`config.mk`:
```
export PLATFORM = sky130hd
export DESIGN_NAME = cpu_ctrl_fsm
export DESIGN_NICKNAME = d
export VERILOG_FILES = /design/src/rtl/cpu_ctrl_fsm.sv
export SDC_FILE = /design/constraint.sdc
export NUM_CORES = 1
export LEC_CHECK = 0
export ABC_AREA = 1
export CORE_ASPECT_RATIO = 0.75
export CORE_MARGIN = 4
export CORE_UTILIZATION = 37
export CTS_BUF_LIST = sky130_fd_sc_hd__clkbuf_16
export CTS_CLUSTER_DIAMETER = 100
export DETAILED_ROUTE_END_ITERATION = 16
export PLACE_DENSITY = 0.9
export SYNTH_ARGS = -nofsm -noshare
export SYNTH_HDL_FRONTEND = slang
export SYNTH_SLANG_ARGS = --single-unit
```
`constraint.sdc`:
```
create_clock -name clk -period 1.3 [get_ports clk]
set_clock_uncertainty 0.2 [all_clocks]
set_input_delay 0.26 -clock clk [delete_from_list [all_inputs] [get_ports clk]]
set_output_delay 0.26 -clock clk [all_outputs]
set_load 0.03 [all_outputs]
```
`src/rtl/cpu_ctrl_fsm.sv`:
```
// Instruction register, field decoder and multi-cycle Moore control FSM that
// sequences regfile reads/writes and datapath load strobes for each instruction.
module cpu_ctrl_fsm #(
    parameter int DATA_W = 16,
    parameter int REG_W  = 3
) (
    input  logic              clk,
    input  logic              reset_n,
    input  logic              s,
    input  logic              load,
    input  logic [DATA_W-1:0] in,
    output logic              w,
    output logic [REG_W-1:0]  readnum,
    output logic [REG_W-1:0]  writenum,
    output logic              write,
    output logic              loada,
    output logic              loadb,
    output logic              loadc,
    output logic              loads,
    output logic              asel,
    output logic              bsel,
    output logic              vsel,
    output logic [1:0]        op_alu,
    output logic [1:0]        shift,
    output logic [DATA_W-1:0] sximm8,
    output logic [DATA_W-1:0] sximm5
);

    localparam logic [2:0] ST_WAIT      = 3'd0;
    localparam logic [2:0] ST_DECODE    = 3'd1;
    localparam logic [2:0] ST_GET_A     = 3'd2;
    localparam logic [2:0] ST_GET_B     = 3'd3;
    localparam logic [2:0] ST_COMPUTE   = 3'd4;
    localparam logic [2:0] ST_WRITE_REG = 3'd5;
    localparam logic [2:0] ST_WRITE_IMM = 3'd6;

    localparam logic [2:0] OPC_MOV = 3'b110;
    localparam logic [2:0] OPC_ALU = 3'b101;

    logic [DATA_W-1:0] ir;
    logic [2:0]        state;
    logic [2:0]        state_nxt;

    logic [2:0]       opcode;
    logic [REG_W-1:0] rn;
    logic [REG_W-1:0] rd;
    logic [REG_W-1:0] rm;

    assign opcode = ir[15:13];
    assign op_alu = ir[12:11];
    assign rn     = ir[10:8];
    assign rd     = ir[7:5];
    assign rm     = ir[2:0];
    assign sximm8 = {{(DATA_W-8){ir[7]}}, ir[7:0]};
    assign sximm5 = {{(DATA_W-5){ir[4]}}, ir[4:0]};
    assign shift  = bsel ? 2'b00 : ir[4:3];

    // NOTE: state and IR use non-blocking assignments so every flop samples
    // pre-edge values; blocking here would create order-dependent races.
    always_ff @(posedge clk or negedge reset_n) begin
        if (!reset_n) begin
            ir    <= '0;
            state <= ST_WAIT;
        end else begin
            if (load) ir <= in;
            state <= state_nxt;
        end
    end

    // Decode always reads the live IR, so a reload mid-instruction steers the
    // remaining steps of the instruction already in flight.
    always_comb begin
        // NOTE: default first so no path leaves state_nxt unassigned (no latch).
        state_nxt = state;
        case (state)
            ST_WAIT:   if (s) state_nxt = ST_DECODE;
            ST_DECODE: begin
                state_nxt = ST_WAIT;
                if (opcode == OPC_MOV && op_alu == 2'b10)      state_nxt = ST_WRITE_IMM;
                else if (opcode == OPC_MOV && op_alu == 2'b00) state_nxt = ST_GET_B;
                else if (opcode == OPC_ALU && op_alu == 2'b11) state_nxt = ST_GET_B;
                else if (opcode == OPC_ALU)                    state_nxt = ST_GET_A;
            end
            ST_GET_A:     state_nxt = ST_GET_B;
            ST_GET_B:     state_nxt = ST_COMPUTE;
            ST_COMPUTE:   state_nxt = (op_alu == 2'b01 && opcode == OPC_ALU) ? ST_WAIT
                                                                              : ST_WRITE_REG;
            ST_WRITE_REG: state_nxt = ST_WAIT;
            ST_WRITE_IMM: state_nxt = ST_WAIT;
            default:      state_nxt = ST_WAIT;
        endcase
    end

    always_comb begin
        w        = 1'b0;
        readnum  = '0;
        writenum = '0;
        write    = 1'b0;
        loada    = 1'b0;
        loadb    = 1'b0;
        loadc    = 1'b0;
        loads    = 1'b0;
        asel     = 1'b0;
        bsel     = 1'b0;
        vsel     = 1'b0;
        case (state)
            ST_WAIT:  w = 1'b1;
            ST_GET_A: begin
                readnum = rn;
                loada   = 1'b1;
            end
            ST_GET_B: begin
                readnum = rm;
                loadb   = 1'b1;
            end
            ST_COMPUTE: begin
                loadc = 1'b1;
                // MOV reg and MVN pass only B through the ALU, so A is zeroed.
                asel  = (opcode == OPC_MOV) || (op_alu == 2'b11);
                loads = (opcode == OPC_ALU) && (op_alu == 2'b01);
            end
            ST_WRITE_REG: begin
                writenum = rd;
                write    = 1'b1;
            end
            ST_WRITE_IMM: begin
                writenum = rn;
                vsel     = 1'b1;
                write    = 1'b1;
            end
            default: ;
        endcase
    end

endmodule

```
==> results.json <==
{
  "maxSlewViolCount": 0,
  "run_status": "complete, but fails checks",
  "finalPower_mw": 3.65,
  "rows": 17,
  "fin_hold_ws_ns": 0.141,
  "path_clk_slew_ns": 0.06,
  "drtPass1Iterations": 4,
  "wl_met3_um": 242,
  "grt_max_degree": 20,
  "cts_buffer_depth": 2,
  "cts_root_buf": "clkbuf_16",
  "antenna_found_initial": 0,
  "io_buffer_count": 69,
  "setup_viol": 49,
  "drv_cap": 0,
  "m1WireLength_um": 1640,
  "gp_congestion": 0.751,
  "clock_sinks": 19,
  "p_per_area_nw_per_um2": 1620,
  "end_kind": "output pin",
  "vias_per_cell": 4.62,
  "highest_layer": "met4",
  "grt_pass1_vias": 1146,
  "hold_viol": 0,
  "cts_max_level": 1,
  "syn_nets": 166,
  "grt_pass1_wl_um": 5910,
  "wl_met2_um": 2130,
  "violations": "negative setup slack",
  "synth_area_per_cell_um2": 8.16,
  "hold_path.class": "in2async",
  "cts_tree": "done",
  "fmax_ghz": 0.553,
  "core_um2": 3020,
  "crit_fanout": 5,
  "grt.total_usage": 0.186,
  "start_util": 0.394,
  "vias": 1151,
  "p_leak_nw": 1.08,
  "drive_above_1_share": 0.592,
  "grt-ovfl-total": 0,
  "critPathKind": "reg2out",
  "ys_seq_elements": 19,
  "yosysUniqueCellTypes": 16,
  "cts_made_buffers": 3,
  "critPathLaunchType": "flip-flop",
  "postRouteAntennaNets": 0,
  "tns_ns": -10.65,
  "io_pins": 71,
  "nNetsFinal": 232,
  "n_antenna_cell": 0,
  "crit_arrival_ns": 1.35,
  "dieArea_um2": 4200,
  "wl_um": 4100,
  "irDropWorstVdd_mv": 0.901,
  "die_h_um": 57.1,
  "initialDrtViolationCount": 93,
  "postCtsHoldBufs": 0,
  "final_cell_mix": "61 x buf_6, 20 x nand2_1, 19 x buf_4, 18 x clkdlybuf4s50_1, 14 x dfrtp_1",
  "timing.final.crit_share": 1.39,
  "syn_to_final_growth_pct": 88.8,
  "crit_required_ns": 0.84,
  "wire_per_inst_um": 16.5,
  "seq_area_frac_synth": 0.399,
  "hpwl_um": 2480,
  "fin_ws_ns": -0.510,
  "grt_setup_unrepaired": "yes",
  "drc": 0,
  "final_common_cell": "buf_6",
  "clk_latency_ns": 0.25,
  "synth_cells": 146,
  "die_w_um": 73.5,
  "syn_area_um2": 1190,
  "yosysWarnings": 0,
  "layout_min_cycle_time_ns": 1.81
}
synth_stat cells:
master	n	share of area
buf_4	37	0.23
nand2_1	24	0.076
dfrtp_1	19	0.40
inv_1	19	0.060
o21ai_0	11	0.046
nor2_1	8	0.025
mux2_2	6	0.057
o22ai_1	6	0.032
a21oi_1	4	0.017
nand3_1	4	0.017
buf_2	2	0.0084
inv_2	2	0.0063
clkbuf_1	1	0.0031
conb_1	1	0.0031
nor2_4	1	0.0095
nor3_2	1	0.0084
worst max-delay path, cell delays in order, from the launching register on:
cell,delay (ns)
dfrtp_2,0.46
inv_2,0.10
nand3_4,0.08
buf_6,0.15
o22ai_4,0.15
buf_6,0.15
where the power goes:
part | switching [mW] | internal [mW] | leakage (nW)
sequential | 0.146 | 0.691 | 0.224
combinational | 1.17 | 0.988 | 0.818
clock | 0.238 | 0.413 | 0.0409
total | 1.56 | 2.09 | 1.08
flip-flops by register name, summed over array words and instances, names as in the netlist:
| signal | count |
|---|---|
| ir | 16 |
| state | 3 |
area by class of cell:
class | instances | area (µm²)
well taps | 38 | 47.5
fillers | 213 | 772
multi-input cells | 66 | 505
clock buffers | 3 | 75.1
clock inverters | 1 | 5.00
flip-flops and latches | 19 | 482
inverters | 21 | 86.3
repair buffers | 101 | 1050
metal layers:
| metal | up-vias | track usage |
|---|---|---|
| met5 | - | 0 |
| met4 | 0 | 0.0749 |
| met3 | 6 | 0.0511 |
| met2 | 41 | 0.304 |
| met1 | 553 | 0.230 |
| li1 | 551 | - |
cell families after synthesis:
| family | share of synthesized area |
|---|---|
| AO/OA/AOI/OAI | 0.0945 |
| buffers and inverters | 0.311 |
| flip-flops | 0.399 |
| multiplexers | 0.0567 |
| other | 0.00315 |
| AND/OR/NAND/NOR | 0.136 |
repair_timing:
| item | in CTS | in global routing |
|---|---|---|
| buffers inserted | 7 | 7 |
| pin swaps | 4 | 2 |
| resized for setup | 67 | 24 |
| endpoints found under the setup margin | 50 | 59 |
| gates cloned | 0 | 2 |
path summary, 6_finish.rpt:
kind	startpoint	to	slack (ns)	depth (start not counted)
hold reg to reg	ir[13]$_DFFE_PN0P_	ir[13]$_DFFE_PN0P_	0.35	1
hold / removal	reset_n	ir[6]$_DFFE_PN0P_	0.14	2
min in group clk	load	ir[13]$_DFFE_PN0P_	0.28	3
max in group asynchronous	reset_n	ir[4]$_DFFE_PN0P_	0.60	2
setup / recovery	state[2]$_DFFE_PN0P_	readnum[0]	-0.51	5
setup reg to reg	state[2]$_DFFE_PN0P_	state[0]$_DFFE_PN0P_	-0.22	5
through the flow:
step / cell area, µm² / cells / utilization / setup WS, ns
after global placement: 1780 / 233 / 0.589 / -0.319
final: 2250 / 249 / 0.744 / -0.510
after CTS: 2140 / 243 / 0.710 / -0.447
after global routing: 2250 / 249 / 0.744 / -0.545
after floorplan: 1290 / 146 / - / -0.279
after detailed placement: 1780 / 233 / 0.589 / -0.345
(Power assumes the default switching activity.)
